--- config.mk ---
export PLATFORM = sky130hd
export DESIGN_NAME = alu_arbiter
export DESIGN_NICKNAME = d
export VERILOG_FILES = /design/src/rtl/alu_arbiter.sv
export SDC_FILE = /design/constraint.sdc
export NUM_CORES = 1
export LEC_CHECK = 0
export BUFFER_PORTS_ARGS = -buffer_cell sky130_fd_sc_hd__buf_2
export CAP_MARGIN = 5
export CELL_PAD_IN_SITES_DETAIL_PLACEMENT = 1
export CELL_PAD_IN_SITES_GLOBAL_PLACEMENT = 2
export CORE_MARGIN = 2
export CORE_UTILIZATION = 23
export DETAILED_ROUTE_END_ITERATION = 7
export HOLD_SLACK_MARGIN = 0.1
export PLACE_DENSITY_LB_ADDON = 0.1
export SLEW_MARGIN = 10
export SYNTH_ARGS = -nofsm -noshare
export SYNTH_HDL_FRONTEND = slang
export SYNTH_SLANG_ARGS = --single-unit
--- constraint.sdc ---
create_clock -name clk -period 1.78 [get_ports clk]
set_clock_uncertainty 0.1 [all_clocks]
set_input_delay 0.178 -clock clk [delete_from_list [all_inputs] [get_ports clk]]
set_output_delay 0.178 -clock clk [all_outputs]
set_load 0.005 [all_outputs]
--- src/rtl/alu_arbiter.sv ---
// Two-requester round-robin front end for a single shared combinational ALU.
// One operation is in flight at a time: IDLE (arbitrate) -> EXEC (capture) -> RESP (hold until taken).
`timescale 1ns/1ps
module alu_arbiter #(
    parameter int XLEN  = 32,
    parameter int CNT_W = 16
) (
    input  logic             clk,
    input  logic             reset,

    input  logic             req0_valid,
    output logic             req0_ready,
    input  logic [XLEN-1:0]  req0_A,
    input  logic [XLEN-1:0]  req0_B,
    input  logic [4:0]       req0_shamt,
    input  logic [3:0]       req0_sel,
    input  logic             req0_bsel,

    input  logic             req1_valid,
    output logic             req1_ready,
    input  logic [XLEN-1:0]  req1_A,
    input  logic [XLEN-1:0]  req1_B,
    input  logic [4:0]       req1_shamt,
    input  logic [3:0]       req1_sel,
    input  logic             req1_bsel,

    output logic [XLEN-1:0]  alu_A,
    output logic [XLEN-1:0]  alu_B,
    output logic [4:0]       alu_shamt,
    output logic [3:0]       alu_sel,
    output logic             alu_B_sel,
    input  logic [XLEN-1:0]  alu_out,

    output logic             rsp_valid,
    input  logic             rsp_ready,
    output logic             rsp_id,
    output logic [XLEN-1:0]  rsp_data,
    output logic             busy,
    output logic [CNT_W-1:0] op_count
);

    localparam logic [1:0] IDLE = 2'd0;
    localparam logic [1:0] EXEC = 2'd1;
    localparam logic [1:0] RESP = 2'd2;

    logic [1:0]       state_q, state_d;
    logic             ptr_q, ptr_d;
    logic [XLEN-1:0]  opnd_a_q, opnd_a_d;
    logic [XLEN-1:0]  opnd_b_q, opnd_b_d;
    logic [4:0]       shamt_q, shamt_d;
    logic [3:0]       sel_q, sel_d;
    logic             bsel_q, bsel_d;
    logic             id_q, id_d;
    logic [XLEN-1:0]  rsp_data_q, rsp_data_d;
    logic [CNT_W-1:0] op_count_q, op_count_d;

    logic grant0, grant1, accept, handshake;

    // Contention goes to the requester named by ptr; a lone requester always wins.
    assign grant0    = req0_valid & (~req1_valid | ~ptr_q);
    assign grant1    = req1_valid & (~req0_valid |  ptr_q);
    assign accept    = (state_q == IDLE) & ~reset & (req0_valid | req1_valid);
    assign handshake = (state_q == RESP) & rsp_ready;

    assign req0_ready = (state_q == IDLE) & ~reset & grant0;
    assign req1_ready = (state_q == IDLE) & ~reset & grant1;

    always_comb begin
        // NOTE: every signal assigned here gets a default first so no latch is inferred.
        state_d    = state_q;
        ptr_d      = ptr_q;
        opnd_a_d   = opnd_a_q;
        opnd_b_d   = opnd_b_q;
        shamt_d    = shamt_q;
        sel_d      = sel_q;
        bsel_d     = bsel_q;
        id_d       = id_q;
        rsp_data_d = rsp_data_q;
        op_count_d = op_count_q;

        case (state_q)
            IDLE: begin
                if (accept) begin
                    opnd_a_d = grant1 ? req1_A     : req0_A;
                    opnd_b_d = grant1 ? req1_B     : req0_B;
                    shamt_d  = grant1 ? req1_shamt : req0_shamt;
                    sel_d    = grant1 ? req1_sel   : req0_sel;
                    bsel_d   = grant1 ? req1_bsel  : req0_bsel;
                    id_d     = grant1;
                    state_d  = EXEC;
                end
            end
            EXEC: begin
                rsp_data_d = alu_out;
                state_d    = RESP;
            end
            RESP: begin
                if (handshake) begin
                    ptr_d      = ~id_q;
                    op_count_d = op_count_q + 1'b1;
                    state_d    = IDLE;
                end
            end
            default: state_d = IDLE;
        endcase
    end

    // NOTE: state registers use non-blocking assignments so every flop samples pre-edge values.
    always_ff @(posedge clk) begin
        if (reset) begin
            state_q    <= IDLE;
            ptr_q      <= 1'b0;
            opnd_a_q   <= '0;
            opnd_b_q   <= '0;
            shamt_q    <= '0;
            sel_q      <= '0;
            bsel_q     <= 1'b0;
            id_q       <= 1'b0;
            rsp_data_q <= '0;
            op_count_q <= '0;
        end else begin
            state_q    <= state_d;
            ptr_q      <= ptr_d;
            opnd_a_q   <= opnd_a_d;
            opnd_b_q   <= opnd_b_d;
            shamt_q    <= shamt_d;
            sel_q      <= sel_d;
            bsel_q     <= bsel_d;
            id_q       <= id_d;
            rsp_data_q <= rsp_data_d;
            op_count_q <= op_count_d;
        end
    end

    assign alu_A     = opnd_a_q;
    assign alu_B     = opnd_b_q;
    assign alu_shamt = shamt_q;
    assign alu_sel   = sel_q;
    assign alu_B_sel = bsel_q;

    assign rsp_valid = (state_q == RESP);
    assign rsp_id    = id_q;
    assign rsp_data  = rsp_data_q;
    assign busy      = (state_q != IDLE);
    assign op_count  = op_count_q;

endmodule

==> impl_metrics.prom <==
# TYPE chip_impl_metric gauge
chip_impl_metric{name="core.rowCount",unit=""} 55
chip_impl_metric{name="port-buffer-count",unit=""} 311
chip_impl_metric{name="synth_edf_count",unit=""} 0
chip_impl_metric{name="dr.pass1.iters",unit=""} 4
chip_impl_metric{name="fraction_of_final_layout_cells_with_drive_strength_greater_than_1",unit="%"} 36.1
chip_impl_info{name="synth.largest_area_cell",value="dfxtp_1"} 1
chip_impl_info{name="critical_path.startpoint_type",value="flop"} 1
chip_impl_metric{name="antenna_violating_nets_post_route",unit=""} 0
chip_impl_metric{name="relative_area_change_from_synthesis_to_final_layout",unit="%"} 84.1
chip_impl_metric{name="setup-tns-final",unit="ns"} 0
chip_impl_metric{name="design.die.area",unit="µm²"} 24000
chip_impl_metric{name="avgViaCountPerCell",unit=""} 4.53
chip_impl_metric{name="vdd.ir_drop.worst",unit="µV"} 420
chip_impl_metric{name="routed-via-count",unit=""} 6169
chip_impl_metric{name="grt_util_all_layers",unit="%"} 18.6
chip_impl_info{name="timing.rr.end",value="op_count[13]"} 1
chip_impl_metric{name="die_width",unit="µm"} 155
chip_impl_metric{name="first_global_vias",unit=""} 6617
chip_impl_metric{name="initial_core_util",unit="%"} 23.3
chip_impl_metric{name="drc",unit=""} 0
chip_impl_metric{name="pwr_density_cell",unit="nW/µm²"} 860
chip_impl_metric{name="timing_worst_slew_pin_value",unit="ns"} 0.723
chip_impl_metric{name="synth.ff_latch_count",unit=""} 126
chip_impl_info{name="timing.hold.worst.class",value="input pin to flop"} 1
chip_impl_metric{name="reg2reg_slack",unit="ns"} 0.10
chip_impl_info{name="grt_setup_unrepaired",value="true"} 1
chip_impl_metric{name="drt_initial_violations",unit=""} 237
chip_impl_info{name="setup.worst_path.end",value="req0_ready"} 1
chip_impl_info{name="worstSetupPathType",value="flop to output port"} 1
chip_impl_metric{name="routed_wl",unit="µm"} 23100
chip_impl_metric{name="avgRoutedWirePerCell",unit="µm"} 16.9
chip_impl_metric{name="cts_max_level",unit=""} 4
chip_impl_info{name="synthMostInstantiatedCell",value="dfxtp_1"} 1
chip_impl_metric{name="cts.reportedPaths.clkPinSlew",unit="ns"} 0.05
chip_impl_metric{name="io-pin-count",unit=""} 312
chip_impl_metric{name="grt_pass1_wl",unit="µm"} 34600
chip_impl_metric{name="cell_area_after_technology_mapping",unit="µm²"} 5240
chip_impl_metric{name="grt.overflow.total",unit=""} 0
chip_impl_info{name="clock_tree_from_tritoncts",value="yes"} 1
chip_impl_metric{name="synth-seq-area-share",unit="%"} 48.2
chip_impl_metric{name="postSynthCellCount",unit=""} 575
chip_impl_metric{name="later_pin_clock_latency_in_the_skew_report",unit="ns"} 0.42
chip_impl_metric{name="crit_fanout",unit=""} 5
chip_impl_metric{name="max_freq",unit="MHz"} 575
chip_impl_metric{name="clock-sinks",unit=""} 126
chip_impl_metric{name="cts_buffers",unit=""} 17
chip_impl_metric{name="max_cap_viol_count",unit=""} 0
chip_impl_metric{name="cts-root-to-sink-buffers",unit=""} 2
chip_impl_metric{name="postSynth.asyncResetShare",unit="%"} 0
chip_impl_metric{name="placeableCoreArea",unit="µm²"} 22500
chip_impl_info{name="clockRootBuffer",value="clkbuf_16"} 1
chip_impl_metric{name="finalSetupViolations",unit=""} 0
chip_impl_info{name="end_kind",value="output port"} 1
chip_impl_metric{name="min_period_over_period",unit="%"} 97.6
chip_impl_metric{name="mappedNetlistNets",unit=""} 761
chip_impl_metric{name="synth_largest_type_area_fraction",unit="%"} 48.2
chip_impl_info{name="synth.cells.most_frequent",value="126 x dfxtp_1, 89 x nor2_1, 76 x mux2i_1"} 1
chip_impl_info{name="yosys_most_used_dff",value="dfxtp_1"} 1
chip_impl_info{name="worst_setup_path_startpoint",value="state_q[1]"} 1
chip_impl_metric{name="worst_ep_required_time",unit="ns"} 1.50
chip_impl_metric{name="worst_slew_margin_rel",unit="%"} 51.8
chip_impl_metric{name="reg2reg_depth",unit=""} 4
chip_impl_info{name="reg2reg_from",value="op_count[8]"} 1
chip_impl_metric{name="grt_max_degree",unit=""} 83
chip_impl_metric{name="layout_fillers",unit=""} 2664
chip_impl_info{name="outcome",value="finished clean"} 1
chip_impl_info{name="synth.area.top_cells",value="dfxtp_1 48%, mux2i_1 15%, a211oi_1 11%"} 1
chip_impl_metric{name="worstPathArrival",unit="ns"} 1.46
chip_impl_metric{name="place.detailed.hpwl",unit="µm"} 14500
chip_impl_metric{name="slew_violations",unit=""} 0
chip_impl_metric{name="min_period",unit="ns"} 1.74
chip_impl_metric{name="place_worst_setup_slack",unit="ns"} -0.0290
chip_impl_metric{name="p_leak",unit="nW"} 4.64
chip_impl_metric{name="fin_util",unit="%"} 42.8
chip_impl_metric{name="die-height",unit="µm"} 155
chip_impl_metric{name="routabilityCongestion",unit=""} 0.718
chip_impl_metric{name="post_synth.cell_area_avg",unit="µm²"} 9.11
chip_impl_metric{name="grt_antenna_before_repair",unit=""} 1
chip_impl_metric{name="hold-worst-slack",unit="ns"} 0.100
chip_impl_metric{name="synth_cell_type_count",unit=""} 36
chip_impl_metric{name="report.final.hold_viol_count",unit=""} 0
chip_impl_metric{name="design.final.nets",unit=""} 1248
chip_impl_metric{name="yosys_synthesis_warning_count",unit=""} 0
chip_impl_metric{name="worst_slack",unit="ns"} 0.0421
==> state kept, by name, summed over array words and instances, names as in the netlist, 2 cells and up <==
signal,flops
op_count,16
alu_shamt,5
alu_A,32
rsp_data,32
alu_B,32
state_q,2
alu_sel,4
==> critical path: stages, from the launching register on <==
cell and delay [ns]:
dfxtp_1 0.31, or2_4 0.28, a2111oi_4 0.26, buf_2 0.20
==> cells by family (layout without fill, tap and decap cells) <==
kind of cell               after synthesis  count (layout)  share of synthesized area (%)
muxes                                   77              77                           14.7
adders and majority gates                1               1                          0.239
and+or+nand+nor                        190             190                           15.3
xor gates and xnor gates                 9               9                           1.51
AOI/OAI and AO/OA                      120             120                           15.2
DFF                                    126             126                           48.2
buffers and inverters                   52             552                           4.85
other                                    0               1                              0
==> placed cells by master (no fill, tap or decap), types with 4 or more instances in the layout <==
cell           synthesis  layout
mux2i_1               76      76
o21ai_0                4       4
buf_4                  1      28
nand4_1                5       5
dfxtp_1              126     124
dlygate4sd3_1          0     172
buf_2                 20     310
a211oi_1              74      72
buf_12                 0       4
clkinvlp_4             0       5
clkbuf_16              0      19
xor2_1                 4       4
nor2_1                89      89
xnor2_1                5       5
a21oi_1               38      38
or3_1                  4       4
nand2_1               70      70
==> worst min path at each step <==
stage / startpoint / endpoint / slack [ns] / depth (start not counted)
finish: req1_B[25] / alu_B[25] / 0.1 / 3
global route: req1_B[25] / alu_B[25] / 0.10 / 3
floorplan: alu_out[0] / rsp_data[0] / 0.21 / 2
CTS: req1_B[28] / alu_B[28] / 0.10 / 3
global placement: alu_out[5] / rsp_data[5] / 0.32 / 3
detailed placement: alu_out[22] / rsp_data[22] / 0.33 / 3
==> metal layers <==
layer / track usage [%] / part of all wire [%] / up-vias
met3: 5.79 / 6.0 / 51
met2: 32.9 / 50 / 221
met1: 19.8 / 40 / 2909
met5: 0 / 0 / -
met4: 9.79 / 4.1 / 0
li1: - / - / 2988
==> where the power goes <==
part           internal (mW)  switching (mW)  leakage (nW)
clock network           2.14            1.35         0.275
logic                  0.875           0.772          3.33
registers               3.04           0.108          1.03
total                   6.06            2.23          4.64
==> final cells by class <==
class / instances / area (µm²) / share of cell area [%]
tap: 285 / 357 / 3.70
multi-input combinational: 397 / 2500 / 26.0
clock buffer: 20 / 457 / 4.74
clock inverter: 12 / 138 / 1.43
antenna: 1 / 2.50 / 0.0260
timing repair buffer: 517 / 3650 / 37.8
inverter: 3 / 11.3 / 0.117
sequential: 126 / 2520 / 26.2
==> stage by stage <==
stage | instance area [µm²] | instances | power (mW)
final | 9640 | 1361 | 8.29
after global routing | 9640 | 1361 | 8.74
after CTS | 9540 | 1355 | 8.36
after detailed placement | 7190 | 1151 | 4.49
after global placement | 7190 | 1151 | 4.45
after floorplan | 5240 | 575 | 3.84
==> timing repair <==
action / CTS / global route
setup buffers: 2 / 1
pin swaps: 1 / 1
endpoints found under the setup margin: 3 / 39
hold buffers: 170 / 2
resized for setup: 4 / 10
gates cloned: 1 / 2
hold endpoints to repair: 103 / 2
No activity file was read; power rests on OpenSTA's default activity.
